==> config.mk <==
export PLATFORM = sky130hd
export DESIGN_NAME = fetch_queue_flat
export DESIGN_NICKNAME = d
export VERILOG_FILES = /design/src/rtl/fetch_queue_if.sv /design/src/rtl/fetch_queue.sv /design/src/flat_wrapper.sv
export SDC_FILE = /design/constraint.sdc
export NUM_CORES = 1
export LEC_CHECK = 0
export CORE_MARGIN = 2
export CORE_UTILIZATION = 45
export DETAILED_ROUTE_END_ITERATION = 8
export DONT_BUFFER_PORTS = 1
export PLACE_DENSITY = 0.7
export SLEW_MARGIN = 5
export SYNTH_ARGS = -nofsm -noshare
export SYNTH_HDL_FRONTEND = slang
export SYNTH_SLANG_ARGS = --single-unit
export TNS_END_PERCENT = 100
==> constraint.sdc <==
create_clock -name clk -period 2.91 [get_ports clk]
set_clock_uncertainty 0.1 [all_clocks]
set_input_delay 0.582 -clock clk [delete_from_list [all_inputs] [get_ports clk]]
set_output_delay 0.582 -clock clk [all_outputs]
set_load 0.05 [all_outputs]
==> src/rtl/fetch_queue_if.sv <==
`default_nettype none
// ============================================================================
//  Module      : fetch_queue_if
//  Description : Bundles the instruction-memory handshake, the queue head
//                outputs and the pipeline control inputs of fetch_queue.
//                master : the fetch_queue side
//                slave  : the instruction memory / pipeline side
//  Ports       : imem_req, imem_addr, imem_ack, imem_rdata   (memory bus)
//                inst_out, pc_plus4_out, inst_valid, count    (queue head)
//                if_take, redirect, redirect_pc               (pipeline ctl)
//  Revision    : 1.0  initial release
// ============================================================================
interface fetch_queue_if #(
    parameter int DEPTH = 4
);
    logic                     imem_req;
    logic [31:0]              imem_addr;
    logic                     imem_ack;
    logic [31:0]              imem_rdata;
    logic [31:0]              inst_out;
    logic [31:0]              pc_plus4_out;
    logic                     inst_valid;
    logic                     if_take;
    logic                     redirect;
    logic [31:0]              redirect_pc;
    logic [$clog2(DEPTH):0]   count;

    modport master (
        output imem_req, imem_addr, inst_out, pc_plus4_out, inst_valid, count,
        input  imem_ack, imem_rdata, if_take, redirect, redirect_pc
    );

    modport slave (
        input  imem_req, imem_addr, inst_out, pc_plus4_out, inst_valid, count,
        output imem_ack, imem_rdata, if_take, redirect, redirect_pc
    );
endinterface
`default_nettype wire

==> src/rtl/fetch_queue.sv <==
`default_nettype none
// ============================================================================
//  Module      : fetch_queue
//  Description : Instruction prefetch queue. Issues one word fetch at a time
//                to instruction memory, buffers returned words with their
//                fetch address + 4, and presents the oldest entry to IF_ID.
//                A redirect flushes the queue and restarts fetching; a
//                response still in flight at that moment is discarded.
//  Ports       : clk  - clock, rising edge
//                rst  - asynchronous active-low reset
//                bus  - fetch_queue_if.master (memory bus, head, control)
//  Revision    : 1.0  initial release
// ============================================================================
module fetch_queue #(
    parameter int DEPTH = 4
) (
    input  wire logic           clk,
    input  wire logic           rst,
    fetch_queue_if.master       bus
);
    localparam int                 c_ptr_w   = $clog2(DEPTH);
    localparam logic [c_ptr_w:0]   c_depth   = (c_ptr_w + 1)'(DEPTH);
    localparam logic [c_ptr_w:0]   c_cnt_one = (c_ptr_w + 1)'(1);
    localparam logic [c_ptr_w-1:0] c_ptr_one = c_ptr_w'(1);

    typedef enum logic [1:0] {
        S_IDLE    = 2'd0,   // nothing outstanding
        S_WAIT    = 2'd1,   // outstanding, response will be queued
        S_DISCARD = 2'd2    // outstanding, response will be dropped
    } state_t;

    state_t               r_state;
    state_t               w_state_nxt;
    logic [31:0]          r_fetch_pc;
    logic [31:0]          r_req_addr;
    logic [c_ptr_w-1:0]   r_wr_ptr;
    logic [c_ptr_w-1:0]   r_rd_ptr;
    logic [c_ptr_w:0]     r_count;
    logic [31:0]          r_inst_mem [DEPTH];
    logic [31:0]          r_pcp4_mem [DEPTH];

    logic w_issue;
    logic w_push;
    logic w_pop;

    // A request is only issued when a slot is free; since nothing else can
    // push while it is outstanding, that slot stays reserved until the ack.
    assign w_issue = (r_state == S_IDLE) && (r_count < c_depth) && !bus.redirect;
    assign w_push  = (r_state == S_WAIT) && bus.imem_ack && !bus.redirect;
    assign w_pop   = bus.if_take && (r_count != '0) && !bus.redirect;

    // State register
    always_ff @(posedge clk or negedge rst) begin
        if (!rst) begin
            r_state <= S_IDLE;
        end else begin
            r_state <= w_state_nxt;
        end
    end

    // Next-state logic
    always_comb begin
        w_state_nxt = r_state;
        case (r_state)
            S_IDLE: begin
                if (w_issue) begin
                    w_state_nxt = S_WAIT;
                end
            end
            S_WAIT: begin
                if (bus.imem_ack) begin
                    w_state_nxt = S_IDLE;
                end else if (bus.redirect) begin
                    w_state_nxt = S_DISCARD;
                end
            end
            S_DISCARD: begin
                if (bus.imem_ack) begin
                    w_state_nxt = S_IDLE;
                end
            end
            default: w_state_nxt = S_IDLE;
        endcase
    end

    // Fetch PC, pointers and occupancy
    always_ff @(posedge clk or negedge rst) begin
        if (!rst) begin
            r_fetch_pc <= '0;
            r_req_addr <= '0;
            r_wr_ptr   <= '0;
            r_rd_ptr   <= '0;
            r_count    <= '0;
        end else begin
            if (bus.redirect) begin
                r_fetch_pc <= {bus.redirect_pc[31:2], 2'b00};
                r_wr_ptr   <= '0;
                r_rd_ptr   <= '0;
                r_count    <= '0;
            end else begin
                if (w_push) begin
                    r_wr_ptr   <= r_wr_ptr + c_ptr_one;
                    r_fetch_pc <= r_fetch_pc + 32'd4;
                end
                if (w_pop) begin
                    r_rd_ptr <= r_rd_ptr + c_ptr_one;
                end
                case ({w_push, w_pop})
                    2'b10:   r_count <= r_count + c_cnt_one;
                    2'b01:   r_count <= r_count - c_cnt_one;
                    default: r_count <= r_count;
                endcase
            end
            // The bus address is frozen at issue so a redirect that moves
            // fetch_pc cannot disturb the request still in flight.
            if (w_issue) begin
                r_req_addr <= r_fetch_pc;
            end
        end
    end

    // Queue storage; contents are qualified by r_count so no reset is needed
    always_ff @(posedge clk) begin
        if (w_push) begin
            r_inst_mem[r_wr_ptr] <= bus.imem_rdata;
            r_pcp4_mem[r_wr_ptr] <= r_fetch_pc + 32'd4;
        end
    end

    assign bus.imem_req     = (r_state != S_IDLE);
    assign bus.imem_addr    = (r_state == S_IDLE) ? r_fetch_pc : r_req_addr;
    assign bus.inst_valid   = (r_count != '0);
    assign bus.inst_out     = bus.inst_valid ? r_inst_mem[r_rd_ptr] : '0;
    assign bus.pc_plus4_out = bus.inst_valid ? r_pcp4_mem[r_rd_ptr] : '0;
    assign bus.count        = r_count;

endmodule
`default_nettype wire

==> src/flat_wrapper.sv <==
// flat-port wrapper written by rule: the top's interface ports become plain ports
module fetch_queue_flat 
#(
    parameter int DEPTH = 4
)
  (clk, rst, bus_imem_req, bus_imem_addr, bus_inst_out, bus_pc_plus4_out, bus_inst_valid, bus_count, bus_imem_ack, bus_imem_rdata, bus_if_take, bus_redirect, bus_redirect_pc);
  fetch_queue_if #(.DEPTH(DEPTH)) bus_i ();
  input  wire logic clk;
  input  wire logic rst;
  output wire logic [$bits(bus_i.imem_req)-1:0] bus_imem_req;
  output wire logic [$bits(bus_i.imem_addr)-1:0] bus_imem_addr;
  output wire logic [$bits(bus_i.inst_out)-1:0] bus_inst_out;
  output wire logic [$bits(bus_i.pc_plus4_out)-1:0] bus_pc_plus4_out;
  output wire logic [$bits(bus_i.inst_valid)-1:0] bus_inst_valid;
  output wire logic [$bits(bus_i.count)-1:0] bus_count;
  input wire logic [$bits(bus_i.imem_ack)-1:0] bus_imem_ack;
  input wire logic [$bits(bus_i.imem_rdata)-1:0] bus_imem_rdata;
  input wire logic [$bits(bus_i.if_take)-1:0] bus_if_take;
  input wire logic [$bits(bus_i.redirect)-1:0] bus_redirect;
  input wire logic [$bits(bus_i.redirect_pc)-1:0] bus_redirect_pc;
  assign bus_imem_req = bus_i.imem_req;
  assign bus_imem_addr = bus_i.imem_addr;
  assign bus_inst_out = bus_i.inst_out;
  assign bus_pc_plus4_out = bus_i.pc_plus4_out;
  assign bus_inst_valid = bus_i.inst_valid;
  assign bus_count = bus_i.count;
  assign bus_i.imem_ack = bus_imem_ack;
  assign bus_i.imem_rdata = bus_imem_rdata;
  assign bus_i.if_take = bus_if_take;
  assign bus_i.redirect = bus_redirect;
  assign bus_i.redirect_pc = bus_redirect_pc;
  fetch_queue #(.DEPTH(DEPTH)) u_core (.clk(clk), .rst(rst), .bus(bus_i));
endmodule
==> parameters.txt <==
Parameter                              Value

Synthesis
  Post-synth ARST share ... 21.8%
  Flip-flop and latch count after synthesis ... around 320
  Area fraction in compound gates after synthesis ... approximately 2.4%
  Gate count after technology mapping ... 825
  XOR/XNOR share of the synthesized area ... between 3 and 4%
  Mapped Avg Cell Area ... about 17 um^2
  Post-synthesis simple-gate area fraction ... 9.16%
  Cell type with the largest total area after synthesis ... edfxtp_1
  Post-synthesis share of cell area spent on full adders, half adders and majority gates ... less than 1%
  Most frequent cell after synthesis ... edfxtp_1
  Most used standard cells in the synthesized netlist ... 248 x edfxtp_1, 69 x dfrtp_1, 67 x and2_1
  Count of unique library cells instantiated by Yosys ... 64
  Cell types with the largest area share after synthesis ... edfxtp_1 54%, dfrtp_1 13%, mux4_2 10%
  Multiplexer fraction of the synthesized cell area ... ~15%
  Post-synthesis instance area ... between 10000 and 15000 um^2
  Most used DFF post-synth ... edfxtp_1
  Yosys top cell area share ... ~54%
  Number of enable-type register cells in the synthesized netlist ... about 250
  Warnings from Yosys ... 0
  Combinational family with the most area after synthesis ... multiplexers
  Sequential fraction of the synthesis area ... roughly 67%

Power
  Pwr per Cell Area ... roughly 1000 nW/um^2
  Internal power ... around 11 mW
  Fraction of power consumed by the clock network ... between 20% and 30%
  Reported net switching power ... 6.03 mW
  Register share of total power ... about 33%
  Peak supply drop ... 507 uV
  Final Power ... roughly 17 mW
  Gate power share ... between 30% and 40%
  Switching Fraction ... 35.8%
  Static Leak ... ~5.7 nW

Cells and area
  Fraction of the core area covered by cells at the end of the flow ... between 50 and 60%
  Total of fill cells in the finished design ... roughly 2300
  Number of antenna repair diodes ... 0
  Proportion of layout cells with a drive suffix above 1 ... between 30 and 40%
  Syn-to-layout area delta ... 20.3%
  Seq. cell area ... about 9200 um^2
  Post-route design area ... between 15000 and 20000 um^2
  Area of the multi-input gates ... ~4200 um^2
  Nets@finish ... 961

Floorplan
  I/O pin total ... 170
  Starting Density ... a little under half
  Die area ... around 32000 um^2
  Horizontal die dimension ... about 180 um
  Core region area ... approximately 30000 um^2
  Die Y ... roughly 180 um
  Standard-cell rows ... between 60 and 70

Drt
  Vias/cell ... roughly 5.6
  Total DRC errors in the routed layout ... 0
  Number of DRC markers after the initial detailed-route iteration ... approximately 500
  Wire length after detailed routing ... 28.9 mm
  Total via count in the routed design ... roughly 7300
  Wire length per cell ... approximately 22 um
  First-pass detailed-route iteration total ... 5
  Number of routed nets with antenna violations ... 0

Worst setup path
  Arrival time worst endpoint ... 2160 ps
  Worst Setup EP ... bus_inst_out[31]
  Critical-path cell list ... buf_12, mux4_2, and2_1, buf_12
  Largest stage delay on the critical path ... 510 ps
  Endpoint kind of the worst setup timing path ... output port
  Depth of the most critical reg-to-reg path ... 5
  Cell repeated most along the worst path ... buf_12
  Critical path peak fanout ... 22
  Setup crit start ... u_core.r_rd_ptr[0]
  CP max-delay cell ... dfrtp_4
  RR Startpoint ... u_core.r_fetch_pc[2]
  Endpoint required time on the critical path ... around 2200 ps
  Setup CP Type ... reg -> out
  Worst R2R End ... u_core.r_pcp4_mem[1][20]
  Startpoint class of the critical path ... flop
  Flop2flop setup slack ... 470 ps

STA
  Period utilisation layout ... roughly 100%
  Final-layout setup total negative slack ... 0 ps
  Clock period minus final worst setup slack ... 2840 ps
  Count of endpoints failing hold in the final timing report ... 0
  Remaining max-slew budget at the tightest pin ... between 60% and 70%
  RSZ-0062 raised after global routing ... yes
  Setup violations, final ... 0
  Worst hold slack after final layout ... 23.4 ps
  Max Transition Viols Final ... 0
  Transition time of the tightest slew-check pin ... 554 ps
  Highest Clock Rate ... around 0.35 GHz

Clock network
  CTS HTree Levels ... 2
  Number of buffers created by CTS ... 36
  Worst-case clock buffer depth ... 3
  Cell chosen for the clock root ... clkbuf_16
  CTS sink count ... 317
  Total setup buffers inserted after CTS ... 0
  TritonCTS clock tree ... yes
  Clock slew at the register clock pins of the worst setup and hold paths ... 60 ps
  Clock insertion delay at the later pin of the skew report ... 520 ps

Placement
  Instance area at placement ... between 15000 and 20000 um^2
  HPWL after detailed placement ... roughly 18 mm
  Buffers added on ports ... 0
  Routability-driven placement congestion ratio ... between 0.8 and 0.9

GRT
  Vias in the first global route ... ~7600
  All-Layer GR Usage ... 18.7%
  Number of antenna violations at the first check in global routing ... 0
  Wire length of the first global-routing pass ... around 45 mm
  Largest net degree at the start of global routing ... 70
  GRT overflow ... 0

Run
  Maximum Capacitance Violations ... 0

Run status
  Result of the run ... finished clean

Min path
  Type of the worst min-delay path ... in -> reg
worst min path at each step:
stage	start	to	slack [ps]	depth (start not counted)
after floorplan	rst	u_core.bus.count[0]	190	0
final	bus_imem_ack	u_core.r_state[1]	20	1
after global routing	bus_imem_ack	u_core.r_state[1]	20	1
after global placement	rst	u_core.r_req_addr[25]	190	0
after detailed placement	rst	u_core.r_req_addr[25]	190	0
after CTS	bus_imem_ack	u_core.r_state[1]	2	1
power groups by stage:
| stage | clock, mW | combinational, mW | sequential, mW |
|---|---|---|---|
| floorplan | 0 | 4.40 | 5.57 |
| global placement | 0 | 6.70 | 5.62 |
| detailed placement | 0 | 6.75 | 5.64 |
| CTS | 4.69 | 6.79 | 5.55 |
| global route | 4.85 | 7.06 | 5.59 |
| finish | 4.57 | 6.73 | 5.55 |
timing repair:
item	CTS	global route
setup endpoints to repair	30	21
hold buffers	2	0
gates resized for setup	1	7
hold endpoints to repair	69	0
worst max-delay path, delay by kind of cell, from the launching register on:
kind	cells	cell delay, ps
flops	1	510
mux	1	510
buf+inv	2	400
simple gates	1	210
cell type report:
| type | count | share of cell area, % |
|---|---|---|
| sequential | 317 | 55.6 |
| tap | 390 | 2.96 |
| timing repair buffer | 80 | 8.40 |
| clock buffer | 45 | 5.85 |
| clock inverter | 21 | 1.46 |
| multi-input combinational | 445 | 25.6 |
| inverter | 6 | 0.136 |
flip-flops by register name (all words and copies together), names as in the netlist:
| signal | cells |
|---|---|
| u_core.bus.count | 3 |
| u_core.r_fetch_pc | 30 |
| u_core.r_inst_mem | 128 |
| u_core.r_pcp4_mem | 120 |
| u_core.r_rd_ptr | 2 |
| u_core.r_req_addr | 30 |
| u_core.r_state | 2 |
| u_core.r_wr_ptr | 2 |
kinds of logic after synthesis:
group                      count (synthesis)
buffers and inverters                     66
DFF                                      317
AOI/OAI and AO/OA                         51
muxes                                    123
adders and majority gates                  6
xor gates and xnor gates                  48
and+or+nand+nor                          213
other                                      1
metal layers:
metal / wire (um) / up-vias / part of all wire [%] / track usage (%)
li1: - / 3266 / - / -
met1: 12500 / 3772 / 43 / 25.8
met2: 14000 / 209 / 49 / 29.9
met3: 1710 / 43 / 5.9 / 4.41
met4: 641 / 0 / 2.2 / 5.39
met5: 0 / - / 0 / 0
stage by stage:
| stage | setup WS (ps) | std cells |
|---|---|---|
| 2_1_floorplan | -290 | 828 |
| 3_3_place_gp | 441 | 1236 |
| 3_5_place_dp | 435 | 1236 |
| 4_1_cts | 3.38 | 1304 |
| 5_1_grt | -29.7 | 1304 |
| 6_report | 65.1 | 1304 |
cells in the final DEF, fill, tap and decap left out, drive strengths merged, types with 23 or more instances in the layout:
master  netlist  final
nand3        26     26
buf          28     79
o21ai        24     24
clkbuf       30     45
mux4         62     62
and2         67     67
nand2        51     51
xor2         25     25
mux2         57     57
xnor2        23     23
dfrtp        69     69
edfxtp      248    248
Power figures use the tool's default switching activity.
